[config.mk]
export PLATFORM = sky130hd
export DESIGN_NAME = irq_priority_ctrl
export DESIGN_NICKNAME = d
export VERILOG_FILES = /design/src/rtl/irq_pkg.sv /design/src/rtl/irq_priority_ctrl_penc.sv /design/src/rtl/irq_priority_ctrl.sv
export SDC_FILE = /design/constraint.sdc
export NUM_CORES = 1
export LEC_CHECK = 0
export CAP_MARGIN = 20
export CORE_ASPECT_RATIO = 2
export CORE_MARGIN = 5
export CORE_UTILIZATION = 35
export DETAILED_ROUTE_END_ITERATION = 8
export GPL_TIMING_DRIVEN = 0
export PLACE_DENSITY = 0.67
export SETUP_SLACK_MARGIN = 0.15
export SLEW_MARGIN = 25
export SYNTH_ARGS = -nofsm -noshare
export SYNTH_HDL_FRONTEND = slang
export SYNTH_HIERARCHICAL = 1
export SYNTH_SLANG_ARGS = --single-unit
[constraint.sdc]
create_clock -name clk -period 2.1 [get_ports clk]
set_input_delay 0.315 -clock clk [delete_from_list [all_inputs] [get_ports clk]]
set_output_delay 0.315 -clock clk [all_outputs]
set_load 0.02 [all_outputs]
[src/rtl/irq_pkg.sv]
// Shared definitions for the interrupt priority controller.
//   N_REQ       : number of request lines
//   CODE_W      : width of the granted-line index
//   irq_state_t : grant FSM states (idle, interrupt asserted, one-cycle gap)
package irq_pkg;
    localparam int N_REQ  = 8;
    localparam int CODE_W = 3;

    typedef enum logic [1:0] {
        ST_IDLE   = 2'd0,
        ST_ASSERT = 2'd1,
        ST_GAP    = 2'd2
    } irq_state_t;
endpackage

[src/rtl/irq_priority_ctrl_penc.sv]
// Highest-set-bit encoder for an 8-bit vector.
//   in   : input vector, bit 7 has highest priority
//   code : index of the highest set bit (0 when in == 0)
//   z    : 1 when no bit of in is set
module PriorityEncode8 (
    input  logic [7:0] in,
    output logic [2:0] code,
    output logic       z
);
    always_comb begin
        code = 3'd0;
        // Ascending scan: the last (highest) set bit found wins.
        for (int i = 0; i < 8; i++) begin
            if (in[i]) begin
                code = 3'(i);
            end
        end
        z = (in == 8'h00);
    end
endmodule

[src/rtl/irq_priority_ctrl.sv]
// Eight-line interrupt priority controller.
// Asynchronous request lines are synchronised, rising edges are latched into
// pending bits, masked lines are filtered out and the highest remaining line
// is granted through a three-state handshake (IDLE -> ASSERT -> GAP).
//   clk      : rising-edge clock
//   rst_n    : asynchronous active-low reset
//   req      : asynchronous request lines, bit 7 highest priority
//   mask_wr  : load strobe for the mask register
//   mask_din : new mask value, 1 = line disabled
//   ack      : consumer acknowledge of the current interrupt
//   irq      : interrupt valid
//   irq_code : granted line index, valid while irq = 1
//   pending  : registered pending bits
//   mask     : registered mask
module irq_priority_ctrl
    import irq_pkg::*;
#(
    parameter int SYNC_STAGES = 2
) (
    input  logic                clk,
    input  logic                rst_n,
    input  logic [N_REQ-1:0]    req,
    input  logic                mask_wr,
    input  logic [N_REQ-1:0]    mask_din,
    input  logic                ack,
    output logic                irq,
    output logic [CODE_W-1:0]   irq_code,
    output logic [N_REQ-1:0]    pending,
    output logic [N_REQ-1:0]    mask
);
    // Synchroniser chain, stage-major: sync_reg[0] samples req directly.
    logic [N_REQ-1:0]  sync_reg [SYNC_STAGES];
    logic [N_REQ-1:0]  prev_reg;
    logic [N_REQ-1:0]  rise_reg;
    logic [N_REQ-1:0]  pending_reg;
    logic [N_REQ-1:0]  pending_next;
    logic [N_REQ-1:0]  mask_reg;
    logic [N_REQ-1:0]  masked;
    logic [N_REQ-1:0]  clr_vec;
    logic [CODE_W-1:0] enc_code;
    logic              enc_zero;
    logic              clr_en;
    irq_state_t        state_reg;
    irq_state_t        state_next;
    logic [CODE_W-1:0] code_reg;
    logic [CODE_W-1:0] code_next;

    generate
        for (genvar gi = 0; gi < SYNC_STAGES; gi++) begin : g_sync
            always_ff @(posedge clk or negedge rst_n) begin
                if (!rst_n) begin
                    sync_reg[gi] <= '0;
                end else if (gi == 0) begin
                    sync_reg[gi] <= req;
                end else begin
                    sync_reg[gi] <= sync_reg[(gi == 0) ? 0 : gi - 1];
                end
            end
        end
    endgenerate

    // Rising edge at the last synchroniser stage is registered once more
    // before it reaches the pending bits. prev_reg resets to 0, so a line
    // already high when reset releases is seen as a fresh rising edge.
    always_ff @(posedge clk or negedge rst_n) begin
        if (!rst_n) begin
            prev_reg <= '0;
            rise_reg <= '0;
        end else begin
            prev_reg <= sync_reg[SYNC_STAGES-1];
            rise_reg <= sync_reg[SYNC_STAGES-1] & ~prev_reg;
        end
    end

    assign masked = pending_reg & ~mask_reg;

    PriorityEncode8 u_penc (
        .in   (masked),
        .code (enc_code),
        .z    (enc_zero)
    );

    // Grant FSM: the code is latched on entry to ASSERT and held there, so
    // later pending or mask changes cannot alter the interrupt in flight.
    always_comb begin
        state_next = state_reg;
        code_next  = code_reg;
        clr_en     = 1'b0;
        case (state_reg)
            ST_IDLE: begin
                if (!enc_zero) begin
                    code_next  = enc_code;
                    state_next = ST_ASSERT;
                end
            end
            ST_ASSERT: begin
                if (ack) begin
                    clr_en     = 1'b1;
                    state_next = ST_GAP;
                end
            end
            ST_GAP: begin
                state_next = ST_IDLE;
            end
            default: begin
                state_next = ST_IDLE;
            end
        endcase
    end

    // A new rising edge on the same edge as the acknowledge clear keeps the
    // bit set, so the re-request is not lost.
    assign clr_vec      = clr_en ? (N_REQ'(1) << code_reg) : '0;
    assign pending_next = (pending_reg & ~clr_vec) | rise_reg;

    always_ff @(posedge clk or negedge rst_n) begin
        if (!rst_n) begin
            state_reg   <= ST_IDLE;
            code_reg    <= '0;
            pending_reg <= '0;
            mask_reg    <= '0;
        end else begin
            state_reg   <= state_next;
            code_reg    <= code_next;
            pending_reg <= pending_next;
            if (mask_wr) begin
                mask_reg <= mask_din;
            end
        end
    end

    assign irq      = (state_reg == ST_ASSERT);
    assign irq_code = code_reg;
    assign pending  = pending_reg;
    assign mask     = mask_reg;
endmodule

==> flow_summary_export.csv, run 1 <==
group,metric,value,unit
floorplanning,core-area,5140,um2
worst_setup_path,crit_type,"reg -> reg",
timing,finalHoldViolCount,0,
clocking,cts_buffer_depth,2,
hold_path,hold_path.class,"in -> async",
drt,via_count,1100,
layout,drive_gt1_share,18.1,%
pwr,power,2.42,mW
place,place_ws,0.405,ns
yosys,syn-instance-count,125,
floorplanning,num_rows,37,
worst_setup_path,crit_fanout,3,
worst_setup_path,rrSetupSlack,0.39,ns
yosys,ys_warn_count,6,
worst_setup_path,worst_path_largest_cell_delay,0.41,ns
timing,fin_crit,1.71,ns
layout,final_cell_area,2400,um2
place,port_buffers,38,
grt,grt_max_degree,54,
drt,ant_nets,0,
drt,drc,0,
place,place_area,2300,um2
grt,grt_antenna_before_repair,0,
layout,areaGrowthSynthToFinish,29.6,%
drt,via_per_inst,4.80,
clocking,cts_hold_buf,0,
timing,worst_hold_slack,0.0168,ns
timing,finalMaxSlewViolations,0,
worst_setup_path,critPathCapture,"irq_code[0]$_DFFE_PN0P_",
clocking,clk_pin_slew,0.10,ns
layout,nNetsFinal,190,
timing,setup_slack,0.392,ns
timing,grt_setup_unrepaired,"no",
floorplanning,dieWidth,61.4,um
pwr,ir_drop,0.000636,V
floorplanning,dieArea,6930,um2
worst_setup_path,cp.arrival,1.90,ns
timing,slew_headroom,58.0,%
worst_setup_path,regToRegStartpoint,"pending[6]$_DFF_PN0_",
timing,setup_violations,0,
drt,wl_per_cell,14.4,um
clocking,cts-root-buf,"clkbuf_8",
grt,grt_pass1_vias,1218,
worst_setup_path,cp_data_required_time,2.29,ns
grt,grt_usage,10.8,%
place,placedCellCount,221,
yosys,ys_types,23,
clocking,cts_sinks,53,
clocking,cts_tree,"yes",
timing,fin_crit_sh,81.3,%
worst_setup_path,worstSetupEndpointType,"flop",
worst_setup_path,critPathBufInv,0,
yosys,synthesis.area,1850,um2
yosys,syn-num-nets,145,
timing,worst_pin_slew,0.629,ns
drt,drt_iter0_drc,15,
yosys,synth_area_per_cell,14.8,um2
worst_setup_path,crit_start,"pending[6]$_DFF_PN0_",
timing,clock_skew,0.00664,ns
worst_setup_path,cpMaxStageDelayCell,"dfrtp_1",
layout,largest_reg_flops,16,
place,routabilityCongestion,0.753,
grt,grt_use_met3,2.74,%
drt,dr.pass1.iters,4,
worst_setup_path,r2r-end,"irq_code[0]$_DFFE_PN0P_",
layout,instances_no_fill,229,
worst_setup_path,r2r_cells,6,
pwr,leakagePower,0.988,nW
clocking,htree_levels,2,
grt,grt-ovfl-total,0,
floorplanning,ios,40,
worst_setup_path,cp_top_family,"simple AND/OR/NAND/NOR gates",
yosys,ys_seq_area_share,71.7,%
grt,use_met1,11.4,%
floorplanning,start_util,36.0,%
run,max_cap_violations,0,
clocking,clkLatencyLatePin,0.31,ns
layout,insertedDiodeCount,0,
layout,num-fill-cells,472,
drt,routed_wl,3290,um
floorplanning,fp.dieH,113,um
pwr,power_per_cell_area,1010,nW/um2
layout,fin_util,46.7,%
grt,grt_util_met2,18.5,%
place,dp_hpwl,2510,um
status,status,"completed",
timing,max_freq,586,MHz
worst_setup_path,worstPathCellList,"nor2b_1, nor2_2, nand2_2, nor4b_2, nor3_4, mux2_1",
yosys,synth-seq-cells,53,
timing,fin_tns_setup,0,ns
grt,grt_pass1_wl,5510,um
clocking,cts_buffers,5,
worst_setup_path,startpoint_type,"flop",
worst_setup_path,path_depth,6,
grt,busiest_layer,"met2",
## cell usage after synthesis (all sizes together)
master / instances / share of area, %
nor3: 3 / 1.4
a21oi: 8 / 2.2
and4bb: 1 / 0.88
nand2: 1 / 0.34
a41oi: 2 / 1.8
nor3b: 4 / 1.6
inv: 4 / 0.81
nor2: 11 / 2.4
nor4b: 1 / 0.81
buf: 2 / 0.68
dfrtp: 53 / 72
and4b: 1 / 0.74
o31ai: 2 / 0.81
and2: 1 / 0.34
mux2: 11 / 6.7
and2b: 1 / 0.47
nor2b: 17 / 5.7
a211oi: 1 / 0.41
clkbuf: 1 / 0.27
## how the worst min path moves through the flow
| stage | slack, ns | depth (start not counted) | startpoint | to |
|---|---|---|---|---|
| 2_1_floorplan | 0.02 | 0 | rst_n | irq_code[0]$_DFFE_PN0P_ |
| 3_5_place_dp | 0.33 | 0 | sync_reg[10]$_DFF_PN0_ | sync_reg[2]$_DFF_PN0_ |
| 4_1_cts | 0.04 | 1 | rst_n | sync_reg[5]$_DFF_PN0_ |
| 6_report | 0.02 | 1 | rst_n | sync_reg[5]$_DFF_PN0_ |
| 5_1_grt | 0.07 | 1 | rst_n | sync_reg[5]$_DFF_PN0_ |
| 3_3_place_gp | 0.33 | 0 | sync_reg[15]$_DFF_PN0_ | sync_reg[7]$_DFF_PN0_ |
## report_power, final
part           internal, mW  switching [mW]  total, mW
clock network         0.248           0.347      0.595
registers              1.13          0.0784       1.21
logic                 0.310           0.310      0.620
total                  1.69           0.735       2.42
## cell usage in the layout (no fill, tap or decap), types with 3 or more instances in the layout
| master | netlist | layout |
|---|---|---|
| inv_1 | 4 | 4 |
| clkbuf_8 | 0 | 5 |
| nor3b_1 | 4 | 4 |
| inv_6 | 0 | 3 |
| mux2_2 | 10 | 10 |
| nor2_1 | 10 | 10 |
| clkdlybuf4s50_1 | 0 | 36 |
| dfrtp_1 | 53 | 53 |
| nor2b_1 | 17 | 17 |
| a21oi_1 | 8 | 8 |
## what timing repair did
action	CTS	global route
setup endpoints to repair	0	1
buffers inserted	0	0
resized for setup	0	1
## cells by family after synthesis
| kind of cell | share of synthesized area [%] |
|---|---|
| flip-flops | 71.7 |
| AND/OR/NAND/NOR | 14.7 |
| AO/OA/AOI/OAI | 5.14 |
| multiplexers | 6.69 |
| buffers and inverters | 1.76 |
## layer usage
| layer | part of all wire (%) | up-vias |
|---|---|---|
| met5 | 0 | - |
| met4 | 3.7 | 0 |
| met3 | 6.0 | 10 |
| met2 | 57 | 34 |
| met1 | 33 | 547 |
| li1 | - | 509 |
## cell type report
class                   count  area [um2]  share of cell area [%]
flip-flops and latches     53        1330                    55.3
multi-input cells          65         492                    20.5
repair buffers             38         380                    15.9
well taps                  58        72.6                    3.03
clock buffers               5        68.8                    2.87
clock inverters             3        26.3                    1.10
plain buffers               3        17.5                   0.730
inverters                   4        15.0                   0.626
No activity file was read; power rests on OpenSTA's default activity.
==> inputs of run 2 (changes only) <==
Clock period 2.1 ns to 1.6 ns, I/O delays scaled along.
==> flow_summary_export.csv, run 2 (synthesized netlist as in run 1, its figures left out) <==
group,metric,value,unit
clocking,cts_buffers,5,
worst_setup_path,cp_top_family,"simple AND/OR/NAND/NOR gates",
clocking,clk_pin_slew,0.09,ns
timing,finalHoldViolCount,0,
hold_path,hold_path.class,"reg -> reg",
worst_setup_path,cp.arrival,1.83,ns
worst_setup_path,r2r-end,"irq_code[0]$_DFFE_PN0P_",
worst_setup_path,worstSetupEndpointType,"flop",
worst_setup_path,regToRegStartpoint,"pending[7]$_DFF_PN0_",
clocking,cts_tree,"yes",
clocking,clkLatencyLatePin,0.30,ns
worst_setup_path,worstPathCellList,"nor2b_4, nor2_4, nand2_2, nor4b_4, nor3_4, mux2_4",
grt,grt_max_degree,54,
drt,drc,0,
worst_setup_path,critPathBufInv,0,
worst_setup_path,path_depth,6,
drt,ant_nets,0,
worst_setup_path,startpoint_type,"flop",
layout,areaGrowthSynthToFinish,38.0,%
worst_setup_path,cp_data_required_time,1.79,ns
place,port_buffers,38,
layout,largest_reg_flops,16,
grt,grt-ovfl-total,0,
timing,clock_skew,0.0115,ns
clocking,cts_sinks,53,
place,place_area,2340,um2
status,status,"finished with violations",
worst_setup_path,cpMaxStageDelayCell,"dfrtp_2",
worst_setup_path,crit_type,"reg -> reg",
layout,num-fill-cells,442,
place,dp_hpwl,2590,um
floorplanning,core-area,5140,um2
drt,drt_iter0_drc,28,
timing,setup_slack,-0.0363,ns
drt,dr.pass1.iters,4,
worst_setup_path,crit_fanout,3,
clocking,htree_levels,2,
status,violations,"negative setup slack",
timing,fin_tns_setup,-0.0895,ns
timing,worst_pin_slew,0.641,ns
timing,fin_crit,1.64,ns
drt,wl_per_cell,15.0,um
clocking,cts_buffer_depth,2,
grt,grt_pass1_wl,5510,um
layout,final_cell_area,2550,um2
layout,final_common_cell,"dfrtp_1",
grt,grt_antenna_before_repair,0,
timing,setup_violations,3,
worst_setup_path,worst_path_largest_cell_delay,0.43,ns
place,routabilityCongestion,0.745,
timing,grt_setup_unrepaired,"yes",
floorplanning,ios,40,
drt,via_per_inst,4.73,
worst_setup_path,r2r_cells,6,
floorplanning,dieWidth,61.4,um
timing,finalMaxSlewViolations,0,
layout,final_cell_mix,"dfrtp_1, dlygate4sd2_1, clkdlybuf4s50_1",
worst_setup_path,critPathCapture,"irq_code[0]$_DFFE_PN0P_",
grt,grt_usage,11.0,%
grt,grt_pass1_vias,1139,
floorplanning,dieArea,6930,um2
layout,insertedDiodeCount,0,
timing,slew_headroom,57.3,%
timing,fin_crit_sh,102,%
pwr,ir_drop,0.000924,V
worst_setup_path,rrSetupSlack,-0.04,ns
place,place_ws,0.0109,ns
clocking,cts-root-buf,"clkbuf_8",
pwr,power_per_cell_area,1340,nW/um2
run,max_cap_violations,0,
floorplanning,num_rows,37,
layout,multiInputGateArea,563,um2
worst_setup_path,crit_start,"pending[7]$_DFF_PN0_",
drt,routed_wl,3620,um
floorplanning,fp.dieH,113,um
pwr,leakagePower,1.09,nW
layout,drive_gt1_share,32.2,%
floorplanning,start_util,36.0,%
timing,max_freq,611,MHz
drt,via_count,1140,
layout,nNetsFinal,202,
layout,ff_latch_area,1330,um2
==> run 2: cell count changes in the layout (fill, tap and decap cells not counted), moves of 6 or more <==
cell,before,now
buf_4,2,14
clkdlybuf4s50_1,36,17
dfrtp_1,53,47
dfrtp_2,0,6
dlygate4sd2_1,0,18
nor2b_1,17,10
==> run 2: worst reg2reg max path: cells and delay by family (launching register included) <==
family | cells | cell delay (ns)
and+or+nand+nor | 5 | 0.81
muxes | 1 | 0.30
DFF | 1 | 0.43
==> run 2: power breakdown <==
group | internal, mW | switching, mW
logic | 0.485 | 0.448
registers | 1.49 | 0.111
clock network | 0.470 | 0.411
total | 2.45 | 0.970
==> run 2: cell type report <==
cell class	instances	area share, %
Clock buffer	6	2.84
Tap cell	58	2.84
Sequential cell	53	52.2
Multi-Input combinational cell	65	22.0
Inverter	4	0.588
Buffer	3	0.686
Clock inverter	2	1.52
Timing Repair Buffer	50	17.2
==> run 2: repair_timing <==
action                                  in CTS  in global routing
endpoints found under the hold margin       53                  0
hold buffers                                 1                  0
endpoints found under the setup margin      24                  5
resized for setup                           22                 12
buffers inserted                             2                  9
pin swaps                                    0                  3
==> run 2: layer usage <==
metal	part of all wire, %	routed length [um]	global-route usage (%)
met1	36	1300	11.9
met2	58	2100	18.3
met3	4.2	153	3.42
met4	1.6	59	5.81
met5	0	0	0
==> run 2: per-stage QoR <==
step / hold WS, ns / power, mW / util [%] / std cells
detailed placement: 0.311 / 2.49 / 45.6 / 221
floorplan: -0.0556 / 2.11 / - / 125
finish: 0.354 / 3.42 / 49.7 / 241
global route: 0.337 / 3.59 / 49.7 / 241
CTS: 0.355 / 3.32 / 47.9 / 232
global placement: 0.334 / 2.46 / 45.7 / 221
==> run 2: worst min-delay path by stage <==
stage                            from                 endpoint  slack, ns  depth (start not counted)
2_1_floorplan                   rst_n  irq_code[0]$_DFFE_PN0P_      -0.06                          0
3_3_place_gp   sync_reg[15]$_DFF_PN0_    sync_reg[7]$_DFF_PN0_       0.33                          0
3_5_place_dp                    rst_n   sync_reg[13]$_DFF_PN0_       0.31                          1
4_1_cts                        req[0]    sync_reg[8]$_DFF_PN0_       0.35                          1
5_1_grt                        req[0]    sync_reg[8]$_DFF_PN0_       0.34                          1
6_report       sync_reg[14]$_DFF_PN0_    sync_reg[6]$_DFF_PN0_       0.35                          0
==> edit (config.mk and constraints of run 1) <==
Set the parameter `SYNC_STAGES` to 1 (it was 2).
--- a/src/rtl/irq_priority_ctrl.sv
+++ b/src/rtl/irq_priority_ctrl.sv
@@ -17,3 +17,3 @@
 #(
-    parameter int SYNC_STAGES = 2
+    parameter int SYNC_STAGES = 1
 ) (
Check against the original RTL: not equivalent (a bounded check fails within 4 cycles, from zero or initial values and one cycle with rst_n low).
==> edit against run 1 <==
  * Area after synthesis decreased by 11%
  * Total power decreased by 11%
  * Via count decreased by 4.8%
  * Wire length decreased by 3.0%
  * Worst setup slack got worse by 0.034 ns
  * Sequential cell count decreased by 8
  * Sequential power decreased by 13%
  * Design area decreased by 7.8%
  * First-iteration DRC count increased to 2.7 times the old value
  * Critical endpoint unchanged
  * Highest routed layer unchanged
==> edit: results (changes against run 1) <==
- Outcome: finished, final reports clean
- Post-CTS setup buffer count: 0 (unchanged)
- # hold bufs at CTS: 1 (+1)
- Buffer share of cell area: 19.2% (+2.7 points)
- # fillers: 442 (-6.4%)
- Synth Net Count: 137 (-5.5%)
- Complex-gate fraction of the synthesized area: 5.76% (+0.62 points)
- Clock latency on the worst-skew pair: 0.29 ns (-0.02 ns)
- Global-route wire length before repair: 5370 um (-2.5%)
- Slew of the pin with the lowest slew margin: 0.414 ns (-0.216 ns)
- Final GP Congestion: 0.747 (-0.88%)
- Port bufs: 38 (unchanged)
- Inserted Clock Buffers: 5 (unchanged)
- Inverters: 4 (unchanged)
- Worst EP arrival: 1.92 ns (+0.02 ns)
- CTS Buffer Depth: 2 (unchanged)
- Multiplexer area fraction after synthesis: 7.51% (+0.81 points)
- HPWL Detailed: 2520 um (+0.38%)
- Largest cells by area after synthesis: dfrtp_1 (68%), mux2_2 (6.8%), nor2b_1 (6.4%)
- Drt pass-1 iters: 4 (unchanged)
- Layout cell share with drive strength beyond 1: 18.2% (+0.053 points)
- Commonest cells post-synth: dfrtp_1 (45), nor2b_1 (17), mux2_2 (10), nor2_1 (10), a21oi_1 (8)
- Via-to-Cell Ratio: 4.76 (-0.92%)
- Synth warn: 6 (unchanged)
- Routed WL per cell: 14.5 um (+0.96%)
- Antenna diodes: 0 (unchanged)
- Non-clock buffers: 43 (+4.9%)
- Final clock-cell share: 3.79% (-0.17 points)
- Leak: 0.000896 uW (-9.3%)
- # clk buffers: 7 (+2)
- NumNets Final: 184 (-3.2%)
- Clock Skew: 0.0124 ns (+0.00572 ns)
- CP max FO: 3 (unchanged)
- Maximum number of pins on one net before global-route repair: 34 (-37%)
- Switch Pwr: 646 uW (-12%)
- Slowest cell on crit path: nor4b_2
- H-Tree Depth: 2 (unchanged)
- Async SR Flop Fraction: 100% (unchanged)
- DR iter-0 viols: 40 (+25)
- Seq/Total Area, Yosys: 68.2% (-3.4 points)
- Seq area share: 50.9% (-4.4 points)
- Root buf cell: clkbuf_8
- Multi-input combinational area share: 22.2% (+1.7 points)
- GRT Total Usage: 11.5% (+0.75 points)
- Seq cells post-synth: 45 (-15%)
- Worst IR Drop VDD: 661 uV (+3.9%)
- Hold Path Class: register to register
- Number of global-route vias before repair: 1143 (-6.2%)
- Register clock-pin slew on the reported worst setup and hold paths: 0.08 ns (-0.02 ns)
-- edit: final timing paths --
check	from	end	slack, ns	cells past startpoint
max reg2reg	pending[6]	irq_code[0]	0.36	6
min reg2reg	sync_reg[7]	prev_reg[7]	0.37	0
max	pending[6]	irq_code[0]	0.36	6
max in group asynchronous	rst_n	rise_reg[6]	1.19	3
min	sync_reg[7]	prev_reg[7]	0.37	0
min in group asynchronous	rst_n	mask[3]	0.43	2
-- edit: kinds of logic (layout without fill, tap and decap cells) --
| group | after synthesis | count (layout) |
|---|---|---|
| DFF | 45 | 45 |
| buffers and inverters | 7 | 55 |
| AOI/OAI and AO/OA | 13 | 13 |
| muxes | 11 | 11 |
| and+or+nand+nor | 41 | 41 |
-- edit: metal layers --
metal  up-vias  part of all wire (%)  track usage, %
met2        37                    60            21.8
met3         6                   5.5            3.01
li1        484                     -               -
met5         -                     0               0
met1       520                    32            11.0
met4         0                   1.9            4.98
-- edit: worst max-delay path: cells and delay by family (launching register included) --
kind	cells	cell delay, ns
and+or+nand+nor	5	0.91
DFF	1	0.41
muxes	1	0.31
-- edit: through the flow --
step           cells  power, uW  cell area, um2  worst slack [ns]  hold slack, ns
4_1_cts          220       2200            2210             0.185           0.373
2_1_floorplan    117       1400            1650             0.423          0.0194
6_report         220       2170            2210             0.359           0.369
3_3_place_gp     210       1670            2100            -0.323           0.353
5_1_grt          220       2280            2210             0.291           0.381
3_5_place_dp     211       1690            2110             0.359           0.225
-- edit: power by group through the flow --
stage | combinational (uW) | clock (uW) | sequential, uW
final | 620 | 497 | 1050
after global routing | 666 | 554 | 1060
after CTS | 629 | 521 | 1050
after detailed placement | 626 | 0 | 1070
after global placement | 607 | 0 | 1060
after floorplan | 260 | 0 | 1140
